$ cat config.mk
export PLATFORM = sky130hd
export DESIGN_NAME = seq_signed_multiplier
export DESIGN_NICKNAME = d
export VERILOG_FILES = /design/src/rtl/seq_signed_multiplier_pkg.sv /design/src/rtl/carry_look_adder.sv /design/src/rtl/complimenter_2.sv /design/src/rtl/seq_signed_multiplier_datapath.sv /design/src/rtl/seq_signed_multiplier.sv
export SDC_FILE = /design/constraint.sdc
export NUM_CORES = 1
export LEC_CHECK = 0
export CORE_MARGIN = 2
export CORE_UTILIZATION = 40
export CTS_CLUSTER_SIZE = 25
export DETAILED_ROUTE_END_ITERATION = 16
export PLACE_DENSITY_LB_ADDON = 0.12
export RECOVER_POWER = 100
export SLEW_MARGIN = 0
export SYNTH_ARGS = -nofsm -noshare
export SYNTH_HDL_FRONTEND = slang
export SYNTH_SLANG_ARGS = --single-unit
$ cat constraint.sdc
create_clock -name clk -period 5.6 [get_ports clk]
set_clock_uncertainty 0.15 [all_clocks]
set_input_delay 1.12 -clock clk [delete_from_list [all_inputs] [get_ports clk]]
set_output_delay 1.12 -clock clk [all_outputs]
set_load 0.1 [all_outputs]
$ cat src/rtl/seq_signed_multiplier_pkg.sv
// Shared definitions for the sequential signed multiplier: FSM state encoding
// and the iteration-counter width helper.
package seq_mult_defs;

    typedef enum logic [1:0] {
        IDLE = 2'd0,
        CALC = 2'd1,
        SIGN = 2'd2,
        DONE = 2'd3
    } state_t;

    // Bits needed to count 0..w-1; never below one bit.
    function automatic int cnt_width(input int w);
        int r;
        r = 0;
        for (int i = 0; i < 31; i++) begin
            if ((32'sd1 <<< i) < w) begin
                r = i + 1;
            end
        end
        return (r < 1) ? 1 : r;
    endfunction

    localparam int DEFAULT_WIDTH = 8;
    localparam int CNT_W = cnt_width(DEFAULT_WIDTH);

endpackage

$ cat src/rtl/carry_look_adder.sv
// Unsigned adder built from generate/propagate terms; carry out is discarded,
// callers widen the operands when they need it.
module carry_look_adder #(
    parameter int WIDTH = 8
) (
    input  logic [WIDTH-1:0] a,
    input  logic [WIDTH-1:0] b,
    input  logic             cin,
    output logic [WIDTH-1:0] sum
);

    logic [WIDTH-1:0] g_s;
    logic [WIDTH-1:0] p_s;
    logic [WIDTH-1:0] c_s;

    assign g_s = a & b;
    assign p_s = a ^ b;

    // Carry chain from the generate/propagate terms, then the sum bits.
    always_comb begin
        c_s    = {WIDTH{1'b0}};
        c_s[0] = cin;
        for (int i = 1; i < WIDTH; i++) begin
            c_s[i] = g_s[i-1] | (p_s[i-1] & c_s[i-1]);
        end
        sum = p_s ^ c_s;
    end

endmodule

$ cat src/rtl/complimenter_2.sv
// Two's-complement negator, wrapping modulo 2^WIDTH (so 0 maps to 0).
module complimenter_2 #(
    parameter int WIDTH = 8
) (
    input  logic [WIDTH-1:0] in,
    output logic [WIDTH-1:0] out
);

    carry_look_adder #(.WIDTH(WIDTH)) u_inc (
        .a   (~in),
        .b   ({WIDTH{1'b0}}),
        .cin (1'b1),
        .sum (out)
    );

endmodule

$ cat src/rtl/seq_signed_multiplier_datapath.sv
// Shift-add datapath: operand magnitudes, accumulator/multiplier-quotient pair
// and the final sign fix-up into the registered product.
module shift_add_datapath #(
    parameter int WIDTH = 8
) (
    input  logic               clk,
    input  logic               reset,
    input  logic               load,
    input  logic               step,
    input  logic               fix,
    input  logic [WIDTH-1:0]   a,
    input  logic [WIDTH-1:0]   b,
    output logic [2*WIDTH-1:0] product
);

    logic [WIDTH-1:0]   neg_a_s;
    logic [WIDTH-1:0]   neg_b_s;
    logic [WIDTH-1:0]   mag_a_s;
    logic [WIDTH-1:0]   mag_b_s;
    logic [WIDTH-1:0]   mag_a_r;
    logic               neg_r;
    logic [WIDTH:0]     acc_r;
    logic [WIDTH-1:0]   mq_r;
    logic [WIDTH:0]     addend_s;
    logic [WIDTH:0]     sum_s;
    logic [2*WIDTH-1:0] raw_s;
    logic [2*WIDTH-1:0] raw_neg_s;
    logic [2*WIDTH-1:0] product_r;

    complimenter_2 #(.WIDTH(WIDTH)) u_comp_a (.in(a), .out(neg_a_s));
    complimenter_2 #(.WIDTH(WIDTH)) u_comp_b (.in(b), .out(neg_b_s));

    // Magnitudes are unsigned, so the most negative operand maps cleanly.
    assign mag_a_s = a[WIDTH-1] ? neg_a_s : a;
    assign mag_b_s = b[WIDTH-1] ? neg_b_s : b;

    assign addend_s = mq_r[0] ? {1'b0, mag_a_r} : {(WIDTH+1){1'b0}};

    carry_look_adder #(.WIDTH(WIDTH+1)) u_add (
        .a   (acc_r),
        .b   (addend_s),
        .cin (1'b0),
        .sum (sum_s)
    );

    assign raw_s = {acc_r[WIDTH-1:0], mq_r};

    complimenter_2 #(.WIDTH(2*WIDTH)) u_comp_p (.in(raw_s), .out(raw_neg_s));

    // Operand capture on load, one add-then-shift per step.
    always_ff @(posedge clk) begin
        if (reset) begin
            mag_a_r <= {WIDTH{1'b0}};
            neg_r   <= 1'b0;
            acc_r   <= {(WIDTH+1){1'b0}};
            mq_r    <= {WIDTH{1'b0}};
        end else if (load) begin
            mag_a_r <= mag_a_s;
            neg_r   <= a[WIDTH-1] ^ b[WIDTH-1];
            acc_r   <= {(WIDTH+1){1'b0}};
            mq_r    <= mag_b_s;
        end else if (step) begin
            acc_r   <= {1'b0, sum_s[WIDTH:1]};
            mq_r    <= {sum_s[0], mq_r[WIDTH-1:1]};
        end else begin
            mag_a_r <= mag_a_r;
            neg_r   <= neg_r;
            acc_r   <= acc_r;
            mq_r    <= mq_r;
        end
    end

    // Product register: written only by the sign fix-up, held otherwise.
    always_ff @(posedge clk) begin
        if (reset) begin
            product_r <= {(2*WIDTH){1'b0}};
        end else if (fix) begin
            product_r <= neg_r ? raw_neg_s : raw_s;
        end else begin
            product_r <= product_r;
        end
    end

    assign product = product_r;

endmodule

$ cat src/rtl/seq_signed_multiplier.sv
// Sequential signed multiplier: start/busy/done FSM and iteration counter
// driving the shared shift-add datapath.
module seq_signed_multiplier
    import seq_mult_defs::*;
#(
    parameter int WIDTH = 8
) (
    input  logic               clk,
    input  logic               reset,
    input  logic               start,
    input  logic [WIDTH-1:0]   a,
    input  logic [WIDTH-1:0]   b,
    output logic               busy,
    output logic               done,
    output logic [2*WIDTH-1:0] product
);

    localparam int CW = cnt_width(WIDTH);
    localparam logic [CW-1:0] CNT_LAST = CW'(WIDTH - 1);

    state_t        state_r;
    state_t        state_next_s;
    logic [CW-1:0] cnt_r;
    logic          load_s;
    logic          step_s;
    logic          fix_s;

    // State register.
    always_ff @(posedge clk) begin
        if (reset) begin
            state_r <= IDLE;
        end else begin
            state_r <= state_next_s;
        end
    end

    // Next-state logic; start only matters in IDLE.
    always_comb begin
        state_next_s = state_r;
        case (state_r)
            IDLE: begin
                if (start) begin
                    state_next_s = CALC;
                end else begin
                    state_next_s = IDLE;
                end
            end
            CALC: begin
                if (cnt_r == CNT_LAST) begin
                    state_next_s = SIGN;
                end else begin
                    state_next_s = CALC;
                end
            end
            SIGN:    state_next_s = DONE;
            DONE:    state_next_s = IDLE;
            default: state_next_s = IDLE;
        endcase
    end

    // Output and strobe decode from the state register.
    always_comb begin
        load_s = 1'b0;
        step_s = 1'b0;
        fix_s  = 1'b0;
        busy   = 1'b1;
        done   = 1'b0;
        case (state_r)
            IDLE: begin
                busy   = 1'b0;
                load_s = start;
            end
            CALC:    step_s = 1'b1;
            SIGN:    fix_s  = 1'b1;
            DONE:    done   = 1'b1;
            default: busy   = 1'b0;
        endcase
    end

    // Iteration counter: cleared on load, advanced once per CALC edge.
    always_ff @(posedge clk) begin
        if (reset) begin
            cnt_r <= {CW{1'b0}};
        end else if (load_s) begin
            cnt_r <= {CW{1'b0}};
        end else if (step_s) begin
            cnt_r <= cnt_r + CW'(1);
        end else begin
            cnt_r <= cnt_r;
        end
    end

    shift_add_datapath #(.WIDTH(WIDTH)) u_dp (
        .clk     (clk),
        .reset   (reset),
        .load    (load_s),
        .step    (step_s),
        .fix     (fix_s),
        .a       (a),
        .b       (b),
        .product (product)
    );

endmodule
==> results of run 1 <==
[metrics by stage]
stage / hold slack, ns / setup WS [ns] / instances / area, sq um
after floorplan: 0.2898 / 1.537 / 285 / 2749
after global placement: 0.2959 / 1.440 / 383 / 3067
after detailed placement: 0.3046 / 1.386 / 383 / 3067
after CTS: 0.3167 / 1.377 / 391 / 3173
after global routing: 0.3404 / 0.8413 / 391 / 3124
final: 0.3159 / 1.173 / 391 / 3124
[cell usage after synthesis (all sizes together)]
cell / n
dfxtp: 46
nor2: 37
inv: 31
ha: 29
a211oi: 24
mux2i: 22
nand2: 19
buf: 17
a21oi: 12
and2: 8
fa: 7
a222oi: 6
mux2: 6
clkbuf: 3
xnor2: 3
nand2b: 2
nor2b: 2
or2: 2
a21o: 1
a22oi: 1
and2b: 1
nand3: 1
nand4b: 1
nor3b: 1
o21a: 1
o21bai: 1
o22a: 1
[flip-flops by register name, indices dropped and copies added, names as in the netlist, named ones only]
signal        count
u_dp.product     16
state_r           1
u_dp.mq_r         8
u_dp.acc_r        8
cnt_r             3
u_dp.neg_r        1
u_dp.mag_a_r      8
[path summary, 6_finish.rpt]
check                        to  cells after the start
hold reg to reg        cnt_r[2]                      2
setup reg to reg  u_dp.acc_r[6]                     11
setup / recovery       cnt_r[0]                      5
hold / removal         cnt_r[2]                      2
[critical path: stages]
cell and delay (ns):
dlygate4sd3_1 0.66, nor3b_1 1.57, clkbuf_1 0.42, or2_0 0.58
nor2_1 0.10
[cell type report]
cell class,instances,area (sq um)
Sequential cell,46,920.9
Inverter,31,116.4
Fill cell,669,3595
Tap cell,80,100.1
Timing Repair Buffer,38,367.9
Clock inverter,1,30.03
Clock buffer,7,76.32
Multi-Input combinational cell,188,1513
[cells by family after synthesis]
logic type / Yosys count / share of synthesized area
AO/OA/AOI/OAI: 47 / 0.1407
flip-flops: 46 / 0.3350
AND/OR/NAND/NOR: 74 / 0.1274
buffers and inverters: 51 / 0.09968
adder cells (fa/ha/maj): 36 / 0.1830
multiplexers: 28 / 0.1047
XOR/XNOR: 3 / 0.009560
[power groups by stage]
stage | sequential [mW] | clock (mW) | combinational [mW]
floorplan | 0.354 | 0 | 0.111
global placement | 0.363 | 0 | 0.132
detailed placement | 0.364 | 0 | 0.134
CTS | 0.356 | 0.252 | 0.135
global route | 0.358 | 0.264 | 0.147
finish | 0.356 | 0.245 | 0.126
[per-layer routing]
layer	share of wire	track usage
met5	0	0
met4	0.015	0.04261
met3	0.045	0.03128
met2	0.42	0.2075
met1	0.52	0.2132
==> impl_metrics.csv, run 1 <==
group,metric,value,unit
timing,finalCritPeriodShare,0.7905,
timing,rsz0062_at_grt,"false",
finish,fin_nets,365,
clocking,cts_buffers,5,
synthesis,synth_fp_nets,340,
synthesis,synth_area,2749,sq um
status,outcome,"finished, violations left",
synthesis,netlist-cell-type-count,34,
power_and_ir_drop,p_seq_frac,0.489,
setup_path,crit_path_max_fanout,16,
grt,global_route.overflow_total,0,
setup_path,cp.arrival,4.45,ns
clocking,cts_setup_buffers,0,
clocking,cts_resized,0,
clocking,clock_path_buffers,2,
finish,final_cell_mix,"dfxtp_1 (46), nor2_1 (35), inv_1 (31)",
clocking,clkSlewWorstSetupHoldPaths,0.09,ns
power_and_ir_drop,p_switching,0.1925,mW
placed_design,place.gp.congestion,0.7422,
synthesis,yosys.area.top_type,"dfxtp_1",
grt,track_usage,0.1436,
finish,drive_above_1_share,0.06431,
timing,hold_viol,0,
hold_path,hold_start,"cnt_r[2]",
timing,fmaxAchievable,225.9,MHz
floorplan,io_pins,37,
synthesis,netlist.area_leader.share,0.3350,
floorplan,die_w,86.90,um
timing,tns,0,ns
route,antenna_left,0,
route,wire_per_inst,12.49,um
power_and_ir_drop,power.internal,0.5344,mW
setup_path,r2r_setup_slack,1.41,ns
route,via_count,1933,
finish,diodes,0,
job,drv_cap,1,
clocking,cts_tree,"yes",
finish,area.growth.synth_to_final,13.66,%
setup_path,crit_type,"in2reg",
timing,relSlewSlack,-0.3312,
clocking,hold_buffers,0,
timing,worst_pin_slew,1.993,ns
grt,antenna_found_initial,0,
route,drt_iter0_markers,98,
hold_path,worst_hold_path_type,"reg2reg",
synthesis,syn_inst,285,
floorplan,die_y,86.90,um
floorplan,fp-row-count,30,
grt,grt_pass1_vias,1786,
placed_design,hpwlAfterDp,3658,um
finish,fin_util,0.4650,
setup_path,cp-startpoint,"start",
synthesis,avgSynthCellArea,9.645,sq um
timing,timing.final.crit_period,4.427,ns
setup_path,required,5.62,ns
clocking,root_buffer,"clkbuf_8",
placed_design,portBuffers,36,
setup_path,rr_startpoint,"u_dp.mq_r[0]",
finish,final_common_cell,"dfxtp_1",
power_and_ir_drop,power_density,232.7,nW/um^2
clocking,clk_latency,0.30,ns
clocking,clock-sinks,46,
setup_path,end_kind,"flop",
route,drt-pass1-iter-count,6,
floorplan,initial_core_util,0.4091,
setup_path,startpoint_type,"primary input",
power_and_ir_drop,p_leak,1.290,nW
power_and_ir_drop,sw_frac_of_total,0.2648,
synthesis,ys_ff_latch,46,
synthesis,synth_area_leaders,"dfxtp_1 (34%), ha_1 (13%), mux2i_1 (8.0%)",
clocking,htree_levels,2,
synthesis,ys_seq_area_frac,0.3350,
power_and_ir_drop,peakVddDrop,0.1003,mV
floorplan,dieArea,7552,sq um
power_and_ir_drop,power,0.7269,mW
route,wl,4884,um
power_and_ir_drop,p_clk_frac,0.337,
floorplan,core,6719,sq um
synthesis,yosys_warnings,0,
route,vias_per_cell,4.944,
status,violations,"max-capacitance violations, max-slew violations",
timing,setup_viol,0,
grt,grt_max_degree,33,
route,drc,0,
timing,slew_viol_final,17,
power_and_ir_drop,combPwrFrac,0.173,
grt,grt_pass1_wl,8569,um
Note: power is estimated with default switching activity, not from simulation.
==> run 2, diff against run 1 <==
Clock period 5.6 ns to 3.9 ns, I/O delays scaled along.
==> run 2 against run 1 <==
Net effect: critical path depth rose by 6; the run still ends with max-capacitance violations, max-slew violations left; utilization rose by 1.1 points; register-to-register slack got worse by 1.3 ns; first-iteration DRC count rose by 18%; highest routed layer unchanged; critical endpoint is now u_dp.acc_r[6].
==> impl_metrics.csv, run 2 (synthesized netlist as in run 1, its figures left out) <==
group,metric,value,unit
setup_path,crit_path_max_fanout,4,
grt,use_met1,0.2011,
floorplan,core,6719,sq um
placed_design,place.gp.congestion,0.7182,
route,via_count,1940,
route,drt_iter0_markers,116,
clocking,root_buffer,"clkbuf_8",
timing,slew_viol_final,13,
timing,setup_viol,0,
power_and_ir_drop,peakVddDrop,0.2060,mV
setup_path,crit_chain,"and2_1 > ha_2 > fa_2 > fa_2 > fa_2 > fa_2 > fa_2 > fa_2 > inv_1 > fa_1 > a211oi_2",
finish,area.growth.synth_to_final,16.30,%
finish,fin_cells,395,
timing,finalCritPeriodShare,0.9708,
finish,fin_util,0.4758,
power_and_ir_drop,power,1.054,mW
setup_path,cp_slowest_cell,"fa_1",
floorplan,io_pins,37,
clocking,cts_buffers,5,
finish,num-fill-cells,666,
grt,use_met3,0.03128,
finish,final_cell_mix,"dfxtp_1 (45), nor2_1 (35), inv_1 (30)",
finish,final_common_cell,"dfxtp_1",
placed_design,portBuffers,36,
status,violations,"max-capacitance violations, max-slew violations",
clocking,cts_tree,"yes",
placed_design,hpwlAfterDp,3613,um
setup_path,crit_type,"reg2reg",
timing,relSlewSlack,-0.1478,
setup_path,required,3.97,ns
grt,grt_pass1_vias,1790,
grt,grt_pass1_wl,8328,um
setup_path,startpoint_type,"flop",
setup_path,cpMostUsedCell,"fa_2",
timing,timing.final.crit_period,3.786,ns
route,vias_per_cell,4.911,
timing,hold_viol,0,
hold_path,worst_hold_path_type,"reg2reg",
finish,largest_register_ffs,16,
status,outcome,"finished, violations left",
grt,grt_max_degree,37,
clocking,clk_latency,0.30,ns
setup_path,end_kind,"flop",
grt,antenna_found_initial,0,
clocking,clkSlewWorstSetupHoldPaths,0.08,ns
timing,fmaxAchievable,264.1,MHz
timing,holdWs,0.3178,ns
floorplan,initial_core_util,0.4091,
setup_path,cp.arrival,3.85,ns
finish,diodes,0,
grt,gr-max-usage-layer,"met2",
placed_design,dp.cells,387,
power_and_ir_drop,p_leak,1.278,nW
route,antenna_left,0,
timing,worst_pin_slew,1.718,ns
grt,global_route.overflow_total,0,
finish,multi_input_area,1567,sq um
floorplan,fp-row-count,30,
floorplan,die_y,86.90,um
clocking,cts_setup_buffers,0,
route,wire_per_inst,12.66,um
floorplan,die_w,86.90,um
job,drv_cap,1,
grt,track_usage,0.1420,
finish,drive_above_1_share,0.1333,
clocking,htree_levels,2,
floorplan,dieArea,7552,sq um
route,drt-pass1-iter-count,5,
route,drc,0,
setup_path,cp_slowest_stage_delay,0.42,ns
finish,regArea,922.1,sq um
setup_path,r2r_setup_slack,0.11,ns
clocking,clock_path_buffers,2,
clocking,clock-sinks,46,
power_and_ir_drop,power_density,329.7,nW/um^2
finish,fin_nets,369,
route,wl,5002,um
grt,use_met2,0.2124,
==> run 2: timing repair <==
action	4_1_cts	5_1_grt
endpoints found under the hold margin	0	0
hold buffers	0	0
endpoints found under the setup margin	1	3
resized for setup	1	11
pin swaps	0	4
==> run 2: worst paths after layout <==
check,start,cells past startpoint,endpoint
max,u_dp.mq_r[0],11,u_dp.acc_r[6]
min,cnt_r[1],2,cnt_r[1]
max reg2reg,u_dp.mq_r[0],11,u_dp.acc_r[6]
min reg2reg,cnt_r[1],2,cnt_r[1]
==> run 2: cell type report <==
cell class / count / share of cell area
flip-flops and latches: 46 / 0.2885
inverters: 31 / 0.03640
repair buffers: 42 / 0.1205
clock buffers: 7 / 0.02387
multi-input cells: 188 / 0.4900
clock inverters: 1 / 0.009393
well taps: 80 / 0.03131
==> run 2: power by group <==
group,total [mW],leakage [nW],internal (mW),switching [mW]
combinational,0.193,0.851,0.0951,0.0982
sequential,0.509,0.374,0.487,0.0225
clock,0.351,0.0524,0.192,0.160
total,1.05,1.28,0.774,0.280
==> run 2: worst max-delay path, delay by kind of cell, from the launching register on <==
family / cells / cell delay [ns]
flops: 1 / 0.34
buf+inv: 1 / 0.07
compound gates: 1 / 0.18
fa+ha+maj: 8 / 2.80
simple gates: 1 / 0.16
==> run 2: per-stage QoR <==
stage / TNS, ns / setup slack (ns) / cell area (sq um)
floorplan: 0 / 0.03479 / 2759
global placement: 0 / 0.004167 / 3102
detailed placement: -0.01172 / -0.01172 / 3102
CTS: 0 / 0.02150 / 3211
global route: -0.008276 / -0.008276 / 3197
finish: 0 / 0.1138 / 3197
==> run 2: routing by layer <==
metal	part of all wire	vias up
met1	0.50	862
met4	0.017	0
met5	0	-
met3	0.041	5
met2	0.44	40
li1	-	1033
